--- src/rtl/bin2bcd_pkg.sv ---
// Shared types and constants for the sequential binary-to-BCD converter.
// Latency: not applicable (package only).
// Backpressure: not applicable (package only).
package bin2bcd_pkg;

    typedef enum logic [1:0] {
        IDLE  = 2'd0,
        SHIFT = 2'd1,
        DONE  = 2'd2
    } state_t;

    localparam int BCD_NIB_W   = 4;
    localparam int ADD3_THRESH = 5;

    // Decimal digits needed to hold any bin_w-bit unsigned value:
    // ceil(bin_w * log10(2)), with log10(2) taken as 0.30103.
    function automatic int min_digits(input int bin_w);
        return (bin_w * 30103 + 99999) / 100000;
    endfunction

endpackage

--- src/rtl/bcd_digit_adj.sv ---
// Double-dabble correction cell: a BCD digit of 5 or more gets +3 (mod 16).
// Latency: purely combinational.
// Backpressure: none, no state.
module bcd_digit_adj
    import bin2bcd_pkg::*;
(
    input  logic [BCD_NIB_W-1:0] digit,
    output logic [BCD_NIB_W-1:0] adj
);

    // Pre-shift correction so the following doubling carries decimally.
    always_comb begin
        adj = digit;
        if (digit >= BCD_NIB_W'(ADD3_THRESH)) begin
            adj = digit + BCD_NIB_W'(3);
        end
    end

endmodule

--- src/rtl/bin2bcd_seq.sv ---
// Sequential binary-to-BCD converter (shift-and-add-3), one input bit per clock.
// Latency: BIN_W cycles from acceptance to out_valid; issue interval BIN_W+2.
// Backpressure: result held frozen in DONE until out_ready; in_ready only in IDLE.
// Optional build macro BIN2BCD_SIGNED_EN: two's complement input, adds out_neg.
module bin2bcd_seq
    import bin2bcd_pkg::*;
#(
    parameter int BIN_W  = 8,
    parameter int DIGITS = 3
) (
    input  logic                          clk,
    input  logic                          rst,
    input  logic                          in_valid,
    output logic                          in_ready,
    input  logic [BIN_W-1:0]              in_bin,
    output logic                          out_valid,
    input  logic                          out_ready,
    output logic [BCD_NIB_W*DIGITS-1:0]   out_bcd,
    output logic                          out_ovf
`ifdef BIN2BCD_SIGNED_EN
    ,
    output logic                          out_neg
`endif
);

    localparam int BCD_W = BCD_NIB_W * DIGITS;
    localparam int CNT_W = $clog2(BIN_W + 1);

    state_t             state;
    state_t             state_nxt;
    logic [BIN_W-1:0]   bin_sr;
    logic [BIN_W-1:0]   load_val;
    logic [BCD_W-1:0]   bcd_sr;
    logic [BCD_W-1:0]   bcd_adj;
    logic [CNT_W-1:0]   cnt;
    logic               ovf;
    logic               accept;

    // All digits are corrected in parallel from their pre-step values.
    for (genvar g = 0; g < DIGITS; g++) begin : g_adj
        bcd_digit_adj u_adj (
            .digit (bcd_sr [g*BCD_NIB_W +: BCD_NIB_W]),
            .adj   (bcd_adj[g*BCD_NIB_W +: BCD_NIB_W])
        );
    end

    // Value loaded into the shifter: raw operand, or its magnitude when signed.
    // Negation is mod 2^BIN_W so the most negative value comes out as its
    // unsigned magnitude.
    always_comb begin
        load_val = in_bin;
`ifdef BIN2BCD_SIGNED_EN
        if (in_bin[BIN_W-1]) begin
            load_val = ~in_bin + BIN_W'(1);
        end
`endif
    end

    // State register.
    always_ff @(posedge clk) begin
        if (rst) begin
            state <= IDLE;
        end else begin
            state <= state_nxt;
        end
    end

    // Next-state and handshake outputs; in_ready is masked by rst so nothing
    // can be accepted while the block is being reset.
    always_comb begin
        state_nxt = state;
        in_ready  = 1'b0;
        out_valid = 1'b0;
        case (state)
            IDLE: begin
                in_ready = ~rst;
                if (in_valid && !rst) begin
                    state_nxt = SHIFT;
                end
            end
            SHIFT: begin
                if (cnt == CNT_W'(1)) begin
                    state_nxt = DONE;
                end
            end
            DONE: begin
                out_valid = 1'b1;
                if (out_ready) begin
                    state_nxt = IDLE;
                end
            end
            default: begin
                state_nxt = IDLE;
            end
        endcase
    end

    assign accept = in_valid && in_ready;

    // Datapath: load on acceptance, then one corrected left shift per SHIFT cycle.
    // The BCD register doubles as the output register, so it keeps its last
    // value in IDLE and is only cleared by reset or the next acceptance.
    always_ff @(posedge clk) begin
        if (rst) begin
            bin_sr <= '0;
            bcd_sr <= '0;
            ovf    <= 1'b0;
            cnt    <= '0;
        end else if (accept) begin
            bin_sr <= load_val;
            bcd_sr <= '0;
            ovf    <= 1'b0;
            cnt    <= CNT_W'(BIN_W);
        end else if (state == SHIFT) begin
            bcd_sr <= {bcd_adj[BCD_W-2:0], bin_sr[BIN_W-1]};
            bin_sr <= {bin_sr[BIN_W-2:0], 1'b0};
            ovf    <= ovf | bcd_adj[BCD_W-1];
            cnt    <= cnt - CNT_W'(1);
        end
    end

    assign out_bcd = bcd_sr;
    assign out_ovf = ovf;

`ifdef BIN2BCD_SIGNED_EN
    logic neg;

    // Sign captured at acceptance, held through DONE.
    always_ff @(posedge clk) begin
        if (rst) begin
            neg <= 1'b0;
        end else if (accept) begin
            neg <= in_bin[BIN_W-1];
        end
    end

    assign out_neg = neg;
`endif

endmodule

--- config.mk ---
export PLATFORM = sky130hd
export DESIGN_NAME = bin2bcd_seq
export DESIGN_NICKNAME = d
export VERILOG_FILES = /design/src/rtl/bin2bcd_pkg.sv /design/src/rtl/bcd_digit_adj.sv /design/src/rtl/bin2bcd_seq.sv
export SDC_FILE = /design/constraint.sdc
export NUM_CORES = 1
export LEC_CHECK = 0
export CAP_MARGIN = 20
export CORE_MARGIN = 2
export CORE_UTILIZATION = 50
export CTS_CLUSTER_DIAMETER = 100
export DETAILED_ROUTE_END_ITERATION = 8
export PLACE_DENSITY = 0.83
export SLEW_MARGIN = 20
export SYNTH_ARGS = -nofsm -noshare
export SYNTH_HDL_FRONTEND = slang
export SYNTH_HIERARCHICAL = 1
export SYNTH_SLANG_ARGS = --single-unit
--- constraint.sdc ---
create_clock -name clk -period 2.8 [get_ports clk]
set_input_delay 0.56 -clock clk [delete_from_list [all_inputs] [get_ports clk]]
set_output_delay 0.56 -clock clk [all_outputs]
set_load 0.02 [all_outputs]
==> flow_metrics.py, run 1 <==
metrics = {
    "status": {
        "status": "completed",
    },
    "floorplanning": {
        "die_x_um": 57.9,
        "io_pins": 27,
        "die_h_um": 57.9,
        "rows": 19,
        "die_area_mm2": 0.00335,
        "initial_core_util": 0.527,
        "core_mm2": 0.00276,
    },
    "placed_design": {
        "port_buffers": 26,
        "place_hpwl_um": 1840,
        "place_congestion": 0.776,
    },
    "route": {
        "met2_length_um": 1270,
        "vias": 1263,
        "viasPerCell": 5.26,
        "drt_iter0_markers": 60,
        "wire_per_inst_um": 11.2,
        "wl_met3_um": 92,
        "drtAntennaViolNets": 0,
        "drt_pass1_iterations": 5,
        "m1WireLength_um": 1300,
        "route.top_layer_used": "met4",
        "drc": 0,
        "totalWireLength_um": 2700,
    },
    "clock_network": {
        "cts_inserted_buffers": 3,
        "clockBufferDepth": 2,
        "clk_pin_slew_ns": 0.14,
        "cts_setup_buffers": 0,
        "cts_resized": 0,
        "root_buffer": "clkbuf_4",
        "cts.sinks": 27,
        "htree_levels": 1,
        "cts_tree": "yes",
        "clk_latency_ns": 0.32,
        "postCtsHoldBufs": 0,
    },
    "worst_setup_path": {
        "timing.rr.start": "state[1]$_SDFFE_PP0P_",
        "r2r_end": "bin_sr[7]$_SDFFE_PP0P_",
        "critPathRequiredTime_ns": 2.24,
        "endpoint_kind": "primary output",
        "path_cells": "clkdlybuf4s50_1 -> nor3_1 -> clkdlybuf4s50_1",
        "rrSetupSlack_ns": 1.11,
        "ff2ff_path_depth": 3,
        "critPathArrivalTime_ns": 1.77,
        "critical-path-top-delay-family": "buffers and inverters",
        "path_max_fanout": 2,
        "crit_top_cell": "clkdlybuf4s50_1",
        "cp.depth": 3,
        "max_stage_delay_ns": 0.63,
        "crit_slowest_cell": "clkdlybuf4s50_1",
        "crit_type": "input port to primary output",
        "critPathLaunchType": "input port",
        "cp_num_buf_inv": 2,
    },
    "min_path": {
        "min_to": "out_bcd[0]$_SDFFE_PP0P_",
        "min_path_type": "register to register",
        "hold_start": "bin_sr[7]$_SDFFE_PP0P_",
        "worstHoldPathCells": 2,
    },
    "sta": {
        "drv_slew": 0,
        "finalHoldViolations": 0,
        "fmaxAchievable_mhz": 429,
        "setup_viol": 0,
        "slew_headroom": 0.495,
        "min_period_ns": 2.33,
        "fin_hold_ws_ns": 0.464,
        "rsz0062_at_grt": "false",
        "timing.final.crit_share": 0.832,
        "clock-skew-final_ns": 0.00529,
        "worstMarginPinSlew_ns": 0.757,
        "setup_tns_ns": 0,
    },
    "grt": {
        "grt_pass1_wl_um": 5080,
        "grt_max_degree": 26,
        "grt_util_all_layers": 0.189,
        "grt_pass1_vias": 1195,
        "gr-total-overflow": 0,
        "antenna_found_initial": 0,
    },
    "power": {
        "p_per_area_mw_per_mm2": 397,
        "vdd_drop_max_uv": 336,
        "leakage_uw": 0.000639,
    },
    "synth": {
        "postSynthAreaPerCell_um2": 7.73,
        "synth_fp_nets": 208,
        "synth_area_mm2": 0.00145,
        "yosysUniqueCellTypes": 31,
        "syn_inst": 188,
        "synth_seq_cells": 27,
        "synth_area_leaders": "dfxtp_1 37%, nand2_1 12%, a21oi_1 7.6%",
        "synth-seq-area-share": 0.372,
        "synth_top_area_cell": "dfxtp_1",
        "synth_top_area_share": 0.372,
        "yosysWarnings": 6,
    },
    "run": {
        "drv_cap": 0,
    },
    "finish": {
        "insertedDiodeCount": 0,
        "drive_above_1_share": 0.0526,
        "nFillCells": 246,
        "fin_nets": 230,
        "syn2layout_area_growth_pct": 18.9,
    },
}
[how the worst max path moves through the flow]
| stage | to | startpoint | slack [ns] |
|---|---|---|---|
| floorplan | in_ready | rst | 0.82 |
| global placement | in_ready | rst | 0.43 |
| detailed placement | in_ready | rst | 0.46 |
| CTS | in_ready | rst | 0.45 |
| global route | in_ready | rst | 0.42 |
| finish | in_ready | rst | 0.47 |
[cells in the mapped netlist (all sizes together)]
cell     count
nor2b        2
inv          9
nor4b        1
a21oi       25
a22oi        1
a311oi       1
xnor2        3
a2111oi      1
nand2       47
nand3b       1
nor3b        1
ha           8
nor2        17
nor3         2
dfxtp       27
or4b         1
a211oi       7
buf          6
mux2i        3
xor2         1
and2b        1
o21ai        6
a21o         1
nand2b       7
nand3        3
or2b         1
clkbuf       5
[worst min-delay path, cell delays in order, from the launching register on]
cell,delay [ns]
dfxtp_1,0.33
nand2_1,0.05
a21oi_1,0.05
[cell usage in the layout (no fill, tap or decap), types with 2 or more instances in the layout]
master	Yosys	final
a211oi_1	7	7
a21oi_1	22	22
a21oi_2	3	3
buf_4	2	2
clkbuf_4	0	3
clkdlybuf4s50_1	0	26
dfxtp_1	27	27
ha_1	8	8
inv_1	9	9
mux2i_1	3	3
nand2_1	47	47
nand2b_1	7	7
nand3_1	3	3
nor2_1	17	17
nor2b_1	2	2
nor3_1	2	2
o21ai_0	3	3
o21ai_1	3	3
xnor2_1	3	3
[registers in the layout, summed over array words and instances, names as in the netlist]
signal and flops:
out_ovf 1, cnt 4, out_bcd 12, state 2, bin_sr 8
[power by group]
group          internal [uW]  switching, uW  leakage (uW)
clock network           55.8            113     0.0000150
logic                   46.0           55.4      0.000404
registers                401           14.0      0.000220
total                    503            182      0.000639
[kinds of logic after synthesis]
logic type                 share of synthesized area
AOI/OAI and AO/OA                              0.177
muxes                                         0.0207
and+or+nand+nor                                0.268
adders and majority gates                     0.0689
buffers and inverters                         0.0689
xor gates and xnor gates                      0.0241
DFF                                            0.372
[metal layers]
metal / GRT usage / up-vias
li1: - / 662
met1: 0.252 / 573
met2: 0.310 / 23
met3: 0.0335 / 5
met4: 0.0664 / 0
met5: 0 / -
[area by class of cell]
class / instances / area [um^2] / area share
multi-input cells: 141 / 812 / 0.470
well taps: 31 / 38.8 / 0.0225
flip-flops and latches: 27 / 541 / 0.313
repair buffers: 28 / 275 / 0.159
clock buffers: 4 / 26.3 / 0.0152
inverters: 9 / 33.8 / 0.0196
[stage by stage]
stage / cell area [um^2] / cells / setup slack [ns] / utilization / power (uW)
finish: 1730 / 240 / 0.469 / 0.626 / 685
global route: 1730 / 240 / 0.420 / 0.626 / 722
CTS: 1730 / 240 / 0.452 / 0.626 / 693
detailed placement: 1700 / 236 / 0.463 / 0.617 / 525
global placement: 1700 / 236 / 0.429 / 0.617 / 523
floorplan: 1450 / 188 / 0.823 / - / 495
Power figures use the tool's default switching activity.
==> run 2: changes to the inputs <==
==> constraint.sdc (replaced) <==
create_clock -name clk -period 2.3 [get_ports clk]
set_input_delay 0.46 -clock clk [delete_from_list [all_inputs] [get_ports clk]]
set_output_delay 0.46 -clock clk [all_outputs]
set_load 0.02 [all_outputs]
==> run 2 against run 1 <==
  * Global-route usage is 0.31 points lower
  * Combinational power is 23% higher
  * Final area hardly changed
  * Via count is 0.32% lower
  * Sequential share of layout area hardly changed
  * Final cell count stayed put
  * Critical path type unchanged
  * Largest power group unchanged
==> flow_metrics.py, run 2 (same netlist as run 1, synthesis figures left out) <==
metrics = {
    "clock_network": {
        "postCtsHoldBufs": 0,
        "cts_inserted_buffers": 3,
        "clk_latency_ns": 0.32,
        "cts_setup_buffers": 0,
        "root_buffer": "clkbuf_4",
        "clockBufferDepth": 2,
        "clk_pin_slew_ns": 0.14,
        "cts_resized": 0,
        "cts_tree": "yes",
        "htree_levels": 1,
        "cts.sinks": 27,
    },
    "grt": {
        "busiest_layer": "met2",
        "grtUsageMet1": 0.230,
        "grt_max_degree": 26,
        "grt_pass1_wl_um": 5000,
        "grt_pass1_vias": 1218,
        "gr-total-overflow": 0,
        "antenna_found_initial": 0,
        "met2_usage": 0.325,
        "grt_util_all_layers": 0.186,
        "use_met3": 0.0313,
    },
    "finish": {
        "syn2layout_area_growth_pct": 18.9,
        "insertedDiodeCount": 0,
        "nFillCells": 247,
        "final_cell_mix": "47 x nand2_1, 27 x dfxtp_1, 26 x clkdlybuf4s50_1",
        "final_common_cell": "nand2_1",
        "fin_nets": 230,
        "drive_above_1_share": 0.0574,
        "largest_reg_flops": 12,
    },
    "run": {
        "drv_cap": 0,
    },
    "route": {
        "drt_iter0_markers": 41,
        "drtAntennaViolNets": 0,
        "totalWireLength_um": 2770,
        "wire_per_inst_um": 11.5,
        "viasPerCell": 5.25,
        "vias": 1259,
        "drt_pass1_iterations": 4,
        "drc": 0,
    },
    "worst_setup_path": {
        "critPathArrivalTime_ns": 1.70,
        "path_max_fanout": 2,
        "critPathLaunchType": "input port",
        "endpoint_kind": "primary output",
        "critPathRequiredTime_ns": 1.84,
        "crit_type": "input port to primary output",
    },
    "power": {
        "p_per_area_mw_per_mm2": 482,
        "total_power_uw": 833,
        "vdd_drop_max_uv": 383,
        "leakage_uw": 0.000642,
    },
    "sta": {
        "clock-skew-final_ns": 0.00233,
        "setup_viol": 0,
        "min_period_ns": 2.16,
        "slew_headroom": 0.509,
        "rsz0062_at_grt": "false",
        "worstMarginPinSlew_ns": 0.736,
        "finalHoldViolations": 0,
        "drv_slew": 0,
        "fmaxAchievable_mhz": 463,
        "fin_ws_ns": 0.141,
        "timing.final.crit_share": 0.939,
        "setup_tns_ns": 0,
    },
    "floorplanning": {
        "die_h_um": 57.9,
        "die_x_um": 57.9,
        "core_mm2": 0.00276,
        "io_pins": 27,
        "rows": 19,
        "initial_core_util": 0.527,
        "die_area_mm2": 0.00335,
    },
    "status": {
        "status": "completed",
    },
    "placed_design": {
        "place_hpwl_um": 1950,
        "place_congestion": 0.777,
        "dpl_worst_slack_ns": 0.144,
        "port_buffers": 26,
    },
    "min_path": {
        "min_path_type": "register to register",
    },
}
==> run 2: cell types whose count changed in the layout (fill, tap and decap cells not counted), sizes merged <==
cell / before / now
clkinv: 0 / 1
clkbuf: 4 / 3
==> run 2: power breakdown <==
group | switching (uW) | internal [uW] | leakage, uW
combinational | 67.9 | 56.0 | 0.000404
sequential | 17.2 | 488 | 0.000220
clock | 138 | 65.3 | 0.0000177
total | 223 | 610 | 0.000642
==> run 2: path summary, 6_finish.rpt <==
kind                                              from                endpoint  slack [ns]  cells after the start
worst min-delay path            bin_sr[6]$_SDFFE_PP0P_  bin_sr[6]$_SDFFE_PP0P_        0.47                      2
worst min register to register  bin_sr[6]$_SDFFE_PP0P_  bin_sr[6]$_SDFFE_PP0P_        0.47                      2
worst max register to register   state[1]$_SDFFE_PP0P_  bin_sr[7]$_SDFFE_PP0P_        0.63                      3
worst max-delay path                               rst                in_ready        0.14                      3
==> run 2: final cells by class <==
class                      count  area (um^2)  area share
timing repair buffer          28          275       0.159
inverter                       9         33.8      0.0196
clock buffer                   3         22.5      0.0130
clock inverter                 1         5.00     0.00290
tap                           31         38.8      0.0224
multi-input combinational    141          812       0.470
sequential                    27          541       0.313
==> run 2: routing by layer <==
| metal | routed length (um) | vias up |
|---|---|---|
| met2 | 1340 | 25 |
| met3 | 87 | 5 |
| met5 | 0 | - |
| met1 | 1310 | 566 |
| met4 | 35 | 0 |
| li1 | - | 663 |
==> run 2: per-stage QoR <==
step / instances / hold slack, ns / cell area [um^2] / util
2_1_floorplan: 188 / 0.432 / 1450 / -
3_3_place_gp: 236 / 0.438 / 1700 / 0.617
3_5_place_dp: 236 / 0.451 / 1700 / 0.617
4_1_cts: 240 / 0.473 / 1730 / 0.627
5_1_grt: 240 / 0.490 / 1730 / 0.627
6_report: 240 / 0.467 / 1730 / 0.627
==> run 2: critical path, stage by stage <==
cell and delay [ns]:
clkdlybuf4s50_1 0.43, nor3_1 0.17, clkdlybuf4s50_1 0.64
